==> src/rtl/store_buffer_fwd_if.sv <==
// Store-side and drain-side handshake bundle of the store buffer.
// The master modport is the LSU/dcache side; the slave modport is the buffer itself.
interface store_buffer_fwd_if #(
    parameter int ADDR_WIDTH     = 32,
    parameter int DATA_WIDTH     = 32,
    parameter int BYTE_SEL_WIDTH = DATA_WIDTH / 8
);
    logic                      lsummu2stb_valid;
    logic                      lsummu2stb_ready;
    logic [ADDR_WIDTH-1:0]     lsummu2stb_addr;
    logic [DATA_WIDTH-1:0]     lsummu2stb_wdata;
    logic [BYTE_SEL_WIDTH-1:0] lsummu2stb_sel_byte;

    logic                      stb2dcache_valid;
    logic                      dcache2stb_ready;
    logic [ADDR_WIDTH-1:0]     stb2dcache_addr;
    logic [DATA_WIDTH-1:0]     stb2dcache_wdata;
    logic [BYTE_SEL_WIDTH-1:0] stb2dcache_sel_byte;

    modport master (
        output lsummu2stb_valid, lsummu2stb_addr, lsummu2stb_wdata, lsummu2stb_sel_byte,
        output dcache2stb_ready,
        input  lsummu2stb_ready,
        input  stb2dcache_valid, stb2dcache_addr, stb2dcache_wdata, stb2dcache_sel_byte
    );

    modport slave (
        input  lsummu2stb_valid, lsummu2stb_addr, lsummu2stb_wdata, lsummu2stb_sel_byte,
        input  dcache2stb_ready,
        output lsummu2stb_ready,
        output stb2dcache_valid, stb2dcache_addr, stb2dcache_wdata, stb2dcache_sel_byte
    );
endinterface

==> src/rtl/store_buffer_fwd.sv <==
// Circular store buffer draining committed stores to the dcache in order, with a
// combinational store-to-load forwarding lookup (hit / miss / stall on partial overlap).
module store_buffer_fwd #(
    parameter int DEPTH          = 8,
    parameter int ADDR_WIDTH     = 32,
    parameter int DATA_WIDTH     = 32,
    parameter int BYTE_SEL_WIDTH = DATA_WIDTH / 8,
    parameter int CNT_WIDTH      = $clog2(DEPTH) + 1
) (
    input  logic                      clk,
    input  logic                      rst_n,
    store_buffer_fwd_if.slave         stb_if,
    input  logic                      ld_req,
    input  logic [ADDR_WIDTH-1:0]     ld_addr,
    input  logic [BYTE_SEL_WIDTH-1:0] ld_sel_byte,
    output logic                      ld_fwd_hit,
    output logic [DATA_WIDTH-1:0]     ld_fwd_data,
    output logic                      ld_stall,
    output logic                      stb_full,
    output logic                      stb_empty,
    output logic [CNT_WIDTH-1:0]      stb_count
);
    localparam int PTR_W = $clog2(DEPTH);
    localparam int OFF_W = $clog2(BYTE_SEL_WIDTH);
    localparam logic [ADDR_WIDTH-1:0] WORD_MASK = ~ADDR_WIDTH'((1 << OFF_W) - 1);

    logic [ADDR_WIDTH-1:0]     entry_addr_q [DEPTH];
    logic [DATA_WIDTH-1:0]     entry_data_q [DEPTH];
    logic [BYTE_SEL_WIDTH-1:0] entry_sel_q  [DEPTH];

    logic [DEPTH-1:0]     valid_q, valid_d;
    logic [PTR_W-1:0]     wr_ptr_q, wr_ptr_d;
    logic [PTR_W-1:0]     rd_ptr_q, rd_ptr_d;
    logic [CNT_WIDTH-1:0] count_q, count_d;

    logic push, pop;

    assign stb_full  = (count_q == CNT_WIDTH'(DEPTH));
    assign stb_empty = (count_q == '0);
    assign stb_count = count_q;

    assign push = stb_if.lsummu2stb_valid && !stb_full;
    assign pop  = stb_if.dcache2stb_ready && !stb_empty;

    always_comb begin
        // NOTE: every always_comb output gets a default first so no path can infer a latch.
        wr_ptr_d = wr_ptr_q;
        rd_ptr_d = rd_ptr_q;
        count_d  = count_q;
        valid_d  = valid_q;
        if (push) begin
            valid_d[wr_ptr_q] = 1'b1;
            wr_ptr_d          = wr_ptr_q + 1'b1;
        end
        if (pop) begin
            valid_d[rd_ptr_q] = 1'b0;
            rd_ptr_d          = rd_ptr_q + 1'b1;
        end
        case ({push, pop})
            2'b10:   count_d = count_q + 1'b1;
            2'b01:   count_d = count_q - 1'b1;
            default: count_d = count_q;
        endcase
    end

    // NOTE: sequential state uses non-blocking assignments so all flops update together.
    always_ff @(posedge clk or negedge rst_n) begin
        if (!rst_n) begin
            valid_q  <= '0;
            wr_ptr_q <= '0;
            rd_ptr_q <= '0;
            count_q  <= '0;
        end else begin
            valid_q  <= valid_d;
            wr_ptr_q <= wr_ptr_d;
            rd_ptr_q <= rd_ptr_d;
            count_q  <= count_d;
        end
    end

    // NOTE: the payload array has no reset; valid bits and the empty gate keep it unobservable.
    always_ff @(posedge clk) begin
        if (push) begin
            entry_addr_q[wr_ptr_q] <= stb_if.lsummu2stb_addr;
            entry_data_q[wr_ptr_q] <= stb_if.lsummu2stb_wdata;
            entry_sel_q[wr_ptr_q]  <= stb_if.lsummu2stb_sel_byte;
        end
    end

    assign stb_if.lsummu2stb_ready    = !stb_full;
    assign stb_if.stb2dcache_valid    = !stb_empty;
    assign stb_if.stb2dcache_addr     = stb_empty ? '0 : entry_addr_q[rd_ptr_q];
    assign stb_if.stb2dcache_wdata    = stb_empty ? '0 : entry_data_q[rd_ptr_q];
    assign stb_if.stb2dcache_sel_byte = stb_empty ? '0 : entry_sel_q[rd_ptr_q];

    logic [PTR_W-1:0]          scan_idx;
    logic                      match_any;
    logic [BYTE_SEL_WIDTH-1:0] match_sel;
    logic [DATA_WIDTH-1:0]     match_data;
    logic [DATA_WIDTH-1:0]     lane_mask;
    logic                      full_cover;

    // Walk oldest to youngest from the head so the last match seen is the youngest.
    always_comb begin
        scan_idx   = rd_ptr_q;
        match_any  = 1'b0;
        match_sel  = '0;
        match_data = '0;
        for (int k = 0; k < DEPTH; k++) begin
            scan_idx = rd_ptr_q + PTR_W'(k);
            if (valid_q[scan_idx]
                && (((entry_addr_q[scan_idx] ^ ld_addr) & WORD_MASK) == '0)
                && ((entry_sel_q[scan_idx] & ld_sel_byte) != '0)) begin
                match_any  = 1'b1;
                match_sel  = entry_sel_q[scan_idx];
                match_data = entry_data_q[scan_idx];
            end
        end
    end

    always_comb begin
        lane_mask = '0;
        for (int b = 0; b < BYTE_SEL_WIDTH; b++) begin
            lane_mask[8*b +: 8] = {8{ld_sel_byte[b]}};
        end
    end

    assign full_cover  = ((match_sel & ld_sel_byte) == ld_sel_byte);
    assign ld_fwd_hit  = ld_req && match_any && full_cover;
    assign ld_stall    = ld_req && match_any && !full_cover;
    assign ld_fwd_data = ld_fwd_hit ? (match_data & lane_mask) : '0;

endmodule
==> src/flat_wrapper.sv <==
// flat-port wrapper written by rule: the top's interface ports become plain ports
module store_buffer_fwd_flat 
#(
    parameter int DEPTH          = 8,
    parameter int ADDR_WIDTH     = 32,
    parameter int DATA_WIDTH     = 32,
    parameter int BYTE_SEL_WIDTH = DATA_WIDTH / 8,
    parameter int CNT_WIDTH      = $clog2(DEPTH) + 1
)
  (clk, rst_n, ld_req, ld_addr, ld_sel_byte, ld_fwd_hit, ld_fwd_data, ld_stall, stb_full, stb_empty, stb_count, stb_if_lsummu2stb_valid, stb_if_lsummu2stb_addr, stb_if_lsummu2stb_wdata, stb_if_lsummu2stb_sel_byte, stb_if_dcache2stb_ready, stb_if_lsummu2stb_ready, stb_if_stb2dcache_valid, stb_if_stb2dcache_addr, stb_if_stb2dcache_wdata, stb_if_stb2dcache_sel_byte);
  store_buffer_fwd_if #(.ADDR_WIDTH(ADDR_WIDTH), .DATA_WIDTH(DATA_WIDTH), .BYTE_SEL_WIDTH(BYTE_SEL_WIDTH)) stb_if_i ();
  input  logic clk;
  input  logic rst_n;
  input  logic ld_req;
  input  logic [ADDR_WIDTH-1:0] ld_addr;
  input  logic [BYTE_SEL_WIDTH-1:0] ld_sel_byte;
  output logic ld_fwd_hit;
  output logic [DATA_WIDTH-1:0] ld_fwd_data;
  output logic ld_stall;
  output logic stb_full;
  output logic stb_empty;
  output logic [CNT_WIDTH-1:0] stb_count;
  input wire logic [$bits(stb_if_i.lsummu2stb_valid)-1:0] stb_if_lsummu2stb_valid;
  input wire logic [$bits(stb_if_i.lsummu2stb_addr)-1:0] stb_if_lsummu2stb_addr;
  input wire logic [$bits(stb_if_i.lsummu2stb_wdata)-1:0] stb_if_lsummu2stb_wdata;
  input wire logic [$bits(stb_if_i.lsummu2stb_sel_byte)-1:0] stb_if_lsummu2stb_sel_byte;
  input wire logic [$bits(stb_if_i.dcache2stb_ready)-1:0] stb_if_dcache2stb_ready;
  output wire logic [$bits(stb_if_i.lsummu2stb_ready)-1:0] stb_if_lsummu2stb_ready;
  output wire logic [$bits(stb_if_i.stb2dcache_valid)-1:0] stb_if_stb2dcache_valid;
  output wire logic [$bits(stb_if_i.stb2dcache_addr)-1:0] stb_if_stb2dcache_addr;
  output wire logic [$bits(stb_if_i.stb2dcache_wdata)-1:0] stb_if_stb2dcache_wdata;
  output wire logic [$bits(stb_if_i.stb2dcache_sel_byte)-1:0] stb_if_stb2dcache_sel_byte;
  assign stb_if_i.lsummu2stb_valid = stb_if_lsummu2stb_valid;
  assign stb_if_i.lsummu2stb_addr = stb_if_lsummu2stb_addr;
  assign stb_if_i.lsummu2stb_wdata = stb_if_lsummu2stb_wdata;
  assign stb_if_i.lsummu2stb_sel_byte = stb_if_lsummu2stb_sel_byte;
  assign stb_if_i.dcache2stb_ready = stb_if_dcache2stb_ready;
  assign stb_if_lsummu2stb_ready = stb_if_i.lsummu2stb_ready;
  assign stb_if_stb2dcache_valid = stb_if_i.stb2dcache_valid;
  assign stb_if_stb2dcache_addr = stb_if_i.stb2dcache_addr;
  assign stb_if_stb2dcache_wdata = stb_if_i.stb2dcache_wdata;
  assign stb_if_stb2dcache_sel_byte = stb_if_i.stb2dcache_sel_byte;
  store_buffer_fwd #(.DEPTH(DEPTH), .ADDR_WIDTH(ADDR_WIDTH), .DATA_WIDTH(DATA_WIDTH), .BYTE_SEL_WIDTH(BYTE_SEL_WIDTH), .CNT_WIDTH(CNT_WIDTH)) u_core (.clk(clk), .rst_n(rst_n), .stb_if(stb_if_i), .ld_req(ld_req), .ld_addr(ld_addr), .ld_sel_byte(ld_sel_byte), .ld_fwd_hit(ld_fwd_hit), .ld_fwd_data(ld_fwd_data), .ld_stall(ld_stall), .stb_full(stb_full), .stb_empty(stb_empty), .stb_count(stb_count));
endmodule
==> config.mk <==
export PLATFORM = sky130hd
export DESIGN_NAME = store_buffer_fwd_flat
export DESIGN_NICKNAME = d
export VERILOG_FILES = /design/src/rtl/store_buffer_fwd_if.sv /design/src/rtl/store_buffer_fwd.sv /design/src/flat_wrapper.sv
export SDC_FILE = /design/constraint.sdc
export NUM_CORES = 2
export LEC_CHECK = 0
export BUFFER_PORTS_ARGS = -buffer_cell sky130_fd_sc_hd__buf_2
export CAP_MARGIN = 20
export CORE_ASPECT_RATIO = 0.9
export CORE_UTILIZATION = 60
export CTS_BUF_LIST = sky130_fd_sc_hd__clkbuf_4
export CTS_CLUSTER_SIZE = 24
export DETAILED_ROUTE_END_ITERATION = 8
export PLACE_DENSITY_LB_ADDON = 0.1
export SLEW_MARGIN = 20
export SYNTH_ARGS = -nofsm -noshare
export SYNTH_HDL_FRONTEND = slang
export SYNTH_SLANG_ARGS = --single-unit
==> constraint.sdc <==
create_clock -name clk -period 10.9 [get_ports clk]
set_input_delay 0.545 -clock clk [delete_from_list [all_inputs] [get_ports clk]]
set_output_delay 0.545 -clock clk [all_outputs]
set_load 0.05 [all_outputs]
# Word level (Yosys, flattened, before mapping)

Memories as Yosys holds them, arrays and structs flattened.
Index checks and enable logic that the tools add are counted.

Input port bits: 109
Register bits: 18
Output and inout port bits: 110
Memories: 3
RAM bits: 544

Memory list:

| name                | words | width | rd ports | clocked after Yosys merged registers in | wr ports | line                   | text |
|---|---|---|---|---|---|---|---|
| u_core.entry_addr_q | 8     | 32    | 8        | 0                                       | 1        | store_buffer_fwd.sv:27 | `logic [ADDR_WIDTH-1:0] entry_addr_q [DEPTH];` |
| u_core.entry_data_q | 8     | 32    | 8        | 0                                       | 1        | store_buffer_fwd.sv:28 | `logic [DATA_WIDTH-1:0] entry_data_q [DEPTH];` |
| u_core.entry_sel_q  | 8     | 4     | 8        | 0                                       | 1        | store_buffer_fwd.sv:29 | `logic [BYTE_SEL_WIDTH-1:0] entry_sel_q [DEPTH];` |

Order comparisons: 11
Multiplexer cells: 53
Eq/ne operators: 4
Reduce and logical (&&, ||, !) cells: 44
Bitwise operators: 21
Add/sub/neg operators: 10

Operators by type and width:

| operator                                                                     | count |
|---|---|
| 32-bit two-way mux                                                           | 11 |
| 32-bit logical NOT                                                           | 8 |
| 32-bit XOR                                                                   | 8 |
| 4-bit AND                                                                    | 9 |
| 3-bit by 4-bit less-than comparator with 1-bit output, second input constant | 9 |
| 4-bit two-way mux                                                            | 9 |
| 32-bit AND                                                                   | 1 |
| 4-bit nonzero test                                                           | 8 |
| 1-bit binary-select mux with 3-bit select                                    | 8 |
| 1-bit logical AND                                                            | 23 |
| 1-bit two-way mux                                                            | 20 |
| 8-bit two-way mux                                                            | 2 |
| 3-bit adder, second input constant                                           | 4 |
| 8-bit AND                                                                    | 1 |
| 8-bit inverter                                                               | 1 |
| 8-bit OR                                                                     | 1 |
| 4-bit one-hot mux with 2 select lines                                        | 1 |
| 3-bit by 1-bit adder with 3-bit output, second input constant                | 2 |
| 3-bit by 2-bit adder with 3-bit output, second input constant                | 2 |
| 1-bit demux with 3-bit select                                                | 2 |
| 3-bit by 1-bit >= comparator with 1-bit output, second input constant        | 2 |
| 4-bit by 1-bit adder with 4-bit output, second input constant                | 1 |
| 4-bit == test                                                                | 1 |
| 4-bit == test, second input constant                                         | 1 |
| 6 further kinds                                                              | 8 |

# Longest topological paths before layout

An unclocked memory read counts as a cell.

Word-level depth: 17
Gate-level depth with buffers: 29

# Worst setup path before layout

No wires, ideal clock.

Path kind: register to output
Start: register u_core.rd_ptr_q[2]
End: output ld_fwd_data[1]
Path buffers: 12
Slack: 2,998 ps
Arrival time: 7,357 ps
Cell stages (with the launch flop): 27
Path through: dfrtp_1 > buf_6 > buf_2 > buf_2 > inv_1 > clkbuf_1 > clkbuf_1 > buf_1 > clkbuf_1 > ha_1 > buf_4 > buf_6 > or2_2 > buf_2 > o22ai_1 > nor2_1 > xnor2_1 > nand4_1 > or4_1 > or4_1 > buf_2 > or2_2 > o211ai_1 > o21ai_2 > or2_1 > buf_2 > a211oi_1

Word-level cells in the longest chain between the ends: 17
Elaborated cells between the ends (all ways): 104

RTL lines:

| what                                                                               | line                                             | text |
|---|---|---|
| start: declaration                                                                 | store_buffer_fwd.sv:33                           | `logic [PTR_W-1:0] rd_ptr_q, rd_ptr_d;` |
| start signal: assignment                                                           | store_buffer_fwd.sv:76                           | `rd_ptr_q <= rd_ptr_d;` |
| 3-bit by 1-bit adder with 3-bit output / memory 8 x 32 bit (equally long branches) | n/a                                              |  |
| memory 8 x 32 bit / 32-bit XOR (equally long branches)                             | n/a                                              |  |
| 32-bit XOR / 32-bit logical NOT (equally long branches)                            | store_buffer_fwd.sv:112                          | `&& (((entry_addr_q[scan_idx] ^ ld_addr) & WORD_MASK) == '0)` |
| 32-bit logical NOT / 1-bit logical AND (equally long branches)                     | store_buffer_fwd.sv:112                          |  |
| 1-bit logical AND (on tied branches)                                               | store_buffer_fwd.sv:112, store_buffer_fwd.sv:113 |  |
| 1-bit logical AND / 4-bit two-way mux (equally long branches)                      | store_buffer_fwd.sv:113, store_buffer_fwd.sv:111 |  |
| 4-bit two-way mux (7 in series)                                                    | store_buffer_fwd.sv:111                          | `if (valid_q[scan_idx]` |
| 4-bit AND                                                                          | store_buffer_fwd.sv:128                          | `assign full_cover = ((match_sel & ld_sel_byte) == ld_sel_byte);` |
| 4-bit == test                                                                      | store_buffer_fwd.sv:128                          |  |
| 1-bit logical AND                                                                  | store_buffer_fwd.sv:129                          | `assign ld_fwd_hit = ld_req && match_any && full_cover;` |
| 32-bit two-way mux (*)                                                             | store_buffer_fwd.sv:131                          | `assign ld_fwd_data = ld_fwd_hit ? (match_data & lane_mask) : '0;` |
| end: declaration                                                                   | flat_wrapper.sv:18                               | `output logic [DATA_WIDTH-1:0] ld_fwd_data;` |

Every way passes the cells marked *; elsewhere a longest branch is shown, timed or not. The select of a mux whose other input is x is not followed.

# Worst setup path after layout

Start: register u_core.rd_ptr_q[2]
End: output ld_fwd_data[10]

Same word-level chain as after synthesis.

==> summary.json <==
{
  "timing.critical_path.depth": {"value": 18},
  "latest_clock_arrival_within_the_worst_skew_pair": {"value": 1.12, "unit": "ns"},
  "met3WireLength": {"value": 29.67, "unit": "mm"},
  "grt_pass1_wl": {"value": 259.6, "unit": "mm"},
  "finalWeightedCongestion": {"value": 1.039},
  "async_flop_share": {"value": 0.03203},
  "worst_hold_path.num_cells": {"value": 2},
  "critical_path.top_delay_family": {"value": "simple AND/OR/NAND/NOR gates"},
  "cts_setup_buffers": {"value": 0},
  "timing_worst_setup_path_type": {"value": "flip-flop to primary output"},
  "globalRoute.totalOverflow": {"value": 0},
  "final_setup_viols": {"value": 0},
  "chipWidth": {"value": 299.4, "unit": "µm"},
  "final_cells": {"value": 5076},
  "path_clk_slew": {"value": 0.07, "unit": "ns"},
  "crit_slowest_cell": {"value": "ha_4"},
  "tritoncts_num_sinks": {"value": 562},
  "holdCritPathClass": {"value": "input port to flip-flop"},
  "floorplan.initialDensity": {"value": 0.6102},
  "drt.antenna.violating_nets": {"value": 0},
  "rows": {"value": 97},
  "synth_xor_xnor_area_share": {"value": 0.04128},
  "port-buffer-count": {"value": 216},
  "r2r.worst_path.cells": {"value": 7},
  "detailed_place_hpwl": {"value": 120.7, "unit": "mm"},
  "cts_resized": {"value": 0},
  "cts_made_buffers": {"value": 149},
  "numnets_final": {"value": 4044},
  "detail_route.wirelength.met1": {"value": 66.53, "unit": "mm"},
  "syn_nets": {"value": 3868},
  "synth-warning-count": {"value": 0},
  "pins_over_slew_limit": {"value": 0},
  "first_iter_violations": {"value": 7112},
  "portion_of_netlist_area_occupied_by_mux_cells": {"value": 0.3874},
  "synthCells": {"value": 3748},
  "run_status": {"value": "finished clean"},
  "layout.area.seq": {"value": 16800, "unit": "µm²"},
  "post_drt_via_cell_ratio": {"value": 7.862},
  "synth.distinct_cells": {"value": 98},
  "cp.required": {"value": 10.36, "unit": "ns"},
  "critical_path_arrival": {"value": 9.27, "unit": "ns"},
  "multi_input_comb_area": {"value": 28990, "unit": "µm²"},
  "layout-drive-gt1-share": {"value": 0.3213},
  "setup.worst_path.start": {"value": "u_core.rd_ptr_q[2]"},
  "min_period_over_period": {"value": 0.9002},
  "dp.cells": {"value": 4740},
  "fmax": {"value": 101.9, "unit": "MHz"},
  "synthAdderAreaFrac": {"value": 0.003038},
  "hold_viol_final": {"value": 0},
  "fillerInstances": {"value": 5686},
  "die-area": {"value": 80750, "unit": "µm²"},
  "place_ws": {"value": 2.392, "unit": "ns"},
  "maximum_number_of_pins_on_one_net_before_global_route_repair": {"value": 150},
  "dr.pass1.iters": {"value": 6},
  "period_minus_slack": {"value": 9.813, "unit": "ns"},
  "crit_path_end": {"value": "ld_fwd_data[10]"},
  "track_usage": {"value": 0.4416},
  "fraction_of_the_mapped_netlist_area_in_simple_logic_gates": {"value": 0.08138},
  "wirelength": {"value": 179.7, "unit": "mm"},
  "areaGrowthSynthToFinish": {"value": 8.458, "unit": "%"},
  "clock_tree.root_cell": {"value": "clkbuf_4"},
  "avg_wl_per_cell": {"value": 35.40, "unit": "µm"},
  "critical_path.startpoint_type": {"value": "flip-flop"},
  "worst_r2r_startpoint": {"value": "u_core.rd_ptr_q[0]"},
  "clock_skew": {"value": 0.08454, "unit": "ns"},
  "max_slew.worst_pin.slew": {"value": 1.257, "unit": "ns"},
  "vias_in_the_first_global_route": {"value": 38100},
  "highest_layer_used_for_signal_routing": {"value": "met5"},
  "crit_path_end_kind": {"value": "primary output"},
  "count_of_vias_placed_by_the_detailed_router": {"value": 39910},
  "setup.reg_to_reg.worst_slack": {"value": 7.08, "unit": "ns"},
  "largest_family_of_logic_cells_by_synthesized_area": {"value": "multiplexers"},
  "fin_ws": {"value": 1.087, "unit": "ns"},
  "floorplan.die.height": {"value": 269.7, "unit": "µm"},
  "max-clock-path-buffers": {"value": 3},
  "rsz_0062_raised_after_global_routing": {"value": "false"},
  "hold-worst-slack": {"value": 0.2451, "unit": "ns"},
  "timing.setup.tns": {"value": 0, "unit": "ns"},
  "cts_tree": {"value": "built"},
  "syn-mean-instance-area": {"value": 12.75, "unit": "µm²"},
  "design.portCount": {"value": 219},
  "max_cap_viol_count": {"value": 0},
  "ctsHtreeMaxLevel": {"value": 4},
  "core_area": {"value": 78280, "unit": "µm²"},
  "post_synthesis_register_bit_count": {"value": 562},
  "antenna_found_initial": {"value": 14},
  "crit-reg2reg-capture": {"value": "u_core.rd_ptr_q[1]"},
  "cp_cell_sequence": {"value": "clkinv_2, ha_4, buf_12, buf_4, mux2i_1, o22ai_1, nor2_1, nor2_1, o41ai_1, or4_1, or4_1, buf_4, or2_2, o211ai_1, o21ai_2, or2_1, a311oi_2, buf_2"},
  "synth_compound_gate_area_share": {"value": 0.09039},
  "timing.critical_path.buf_inv": {"value": 5},
  "yosys_most_used_dff": {"value": "edfxtp_1"},
  "post_synthesis_sequential_area_ratio": {"value": 0.3514},
  "met2_length": {"value": 76.26, "unit": "mm"},
  "synth.cell_area": {"value": 47770, "unit": "µm²"},
  "critical_path.max_fanout": {"value": 67},
  "post_synth_edffs": {"value": 544},
  "detail_route.drc_violations": {"value": 0},
  "max_slew_margin": {"value": 0.1605},
  "critPathMaxStageDelay": {"value": 0.87, "unit": "ns"}
}
## how the worst min path moves through the flow
| stage | start | to | slack (ns) |
|---|---|---|---|
| after floorplan | rst_n | u_core.rd_ptr_q[0] | 0.25 |
| after global placement | rst_n | u_core.stb_count[3] | 0.49 |
| after detailed placement | rst_n | u_core.stb_count[1] | 0.49 |
| after CTS | stb_if_lsummu2stb_addr[23] | u_core.entry_addr_q[7][23] | 0.18 |
| after global routing | stb_if_lsummu2stb_wdata[5] | u_core.entry_data_q[1][5] | 0.26 |
| final | stb_if_lsummu2stb_addr[17] | u_core.entry_addr_q[3][17] | 0.25 |
## metal layers
layer  global-route usage  vias to the layer above
li1                     -                    15700
met1               0.6306                    19780
met2               0.6152                     3801
met3               0.1616                      606
met4               0.1662                       18
met5             0.009524                        -
## flip-flops by register name, indices dropped and copies added, names as in the netlist
| signal | count |
|---|---|
| u_core.entry_sel_q | 32 |
| u_core.stb_count | 4 |
| u_core.rd_ptr_q | 3 |
| u_core.entry_data_q | 256 |
| u_core.valid_q | 8 |
| u_core.entry_addr_q | 256 |
| u_core.wr_ptr_q | 3 |
## final cells by class
type / instances / area share
multi-input combinational: 2789 / 0.5596
timing repair buffer: 382 / 0.05057
tap: 1039 / 0.02509
sequential: 562 / 0.3242
clock inverter: 43 / 0.006496
inverter: 40 / 0.002970
clock buffer: 211 / 0.03057
antenna: 10 / 0.0004830
## cells in the mapped netlist (43+ instances only)
master    instances  share of area
buf_1            43         0.0034
nor2_1          132          0.010
mux2i_1         484           0.10
buf_2           114          0.012
a22oi_1          58         0.0091
a21oi_1         143          0.015
edfxtp_1        544           0.34
buf_4            45         0.0071
mux2_2           99          0.023
nand2_1         349          0.027
o22ai_1          87          0.011
xnor2_1         183          0.034
mux4_2          555           0.26
clkbuf_1        114         0.0090
nor3_1           59         0.0062
o21ai_0          54         0.0057
nand3_1          60         0.0063
## through the flow
stage | utilization | cell area (µm²)
2_1_floorplan | - | 47770
3_3_place_gp | 0.6277 | 49140
3_5_place_dp | 0.6277 | 49140
4_1_cts | 0.6614 | 51780
5_1_grt | 0.6617 | 51800
6_report | 0.6618 | 51810
## kinds of logic (layout without fill, tap and decap cells)
| group | after synthesis | after routing |
|---|---|---|
| mux | 1140 | 1140 |
| buf+inv | 397 | 676 |
| xor+xnor | 223 | 223 |
| flops | 562 | 562 |
| compound gates | 609 | 609 |
| simple gates | 806 | 806 |
| fa+ha+maj | 11 | 11 |
| other cells | 0 | 10 |
## cells in the final DEF (no fill, tap or decap), types with 99 or more instances in the layout
cell	count
edfxtp_1	544
xnor2_1	182
clkbuf_4	211
nor2_1	125
mux2i_1	484
buf_2	216
mux4_2	555
a21oi_1	143
mux2_2	99
nand2_1	349
## repair_timing
action / CTS / global route
endpoints found under the hold margin: 573 / 0
hold buffers: 72 / 0
setup endpoints to repair: 0 / 0
Power is not shown: default switching activity piles up to over one toggle a cycle in this logic, so the estimate is an artifact.
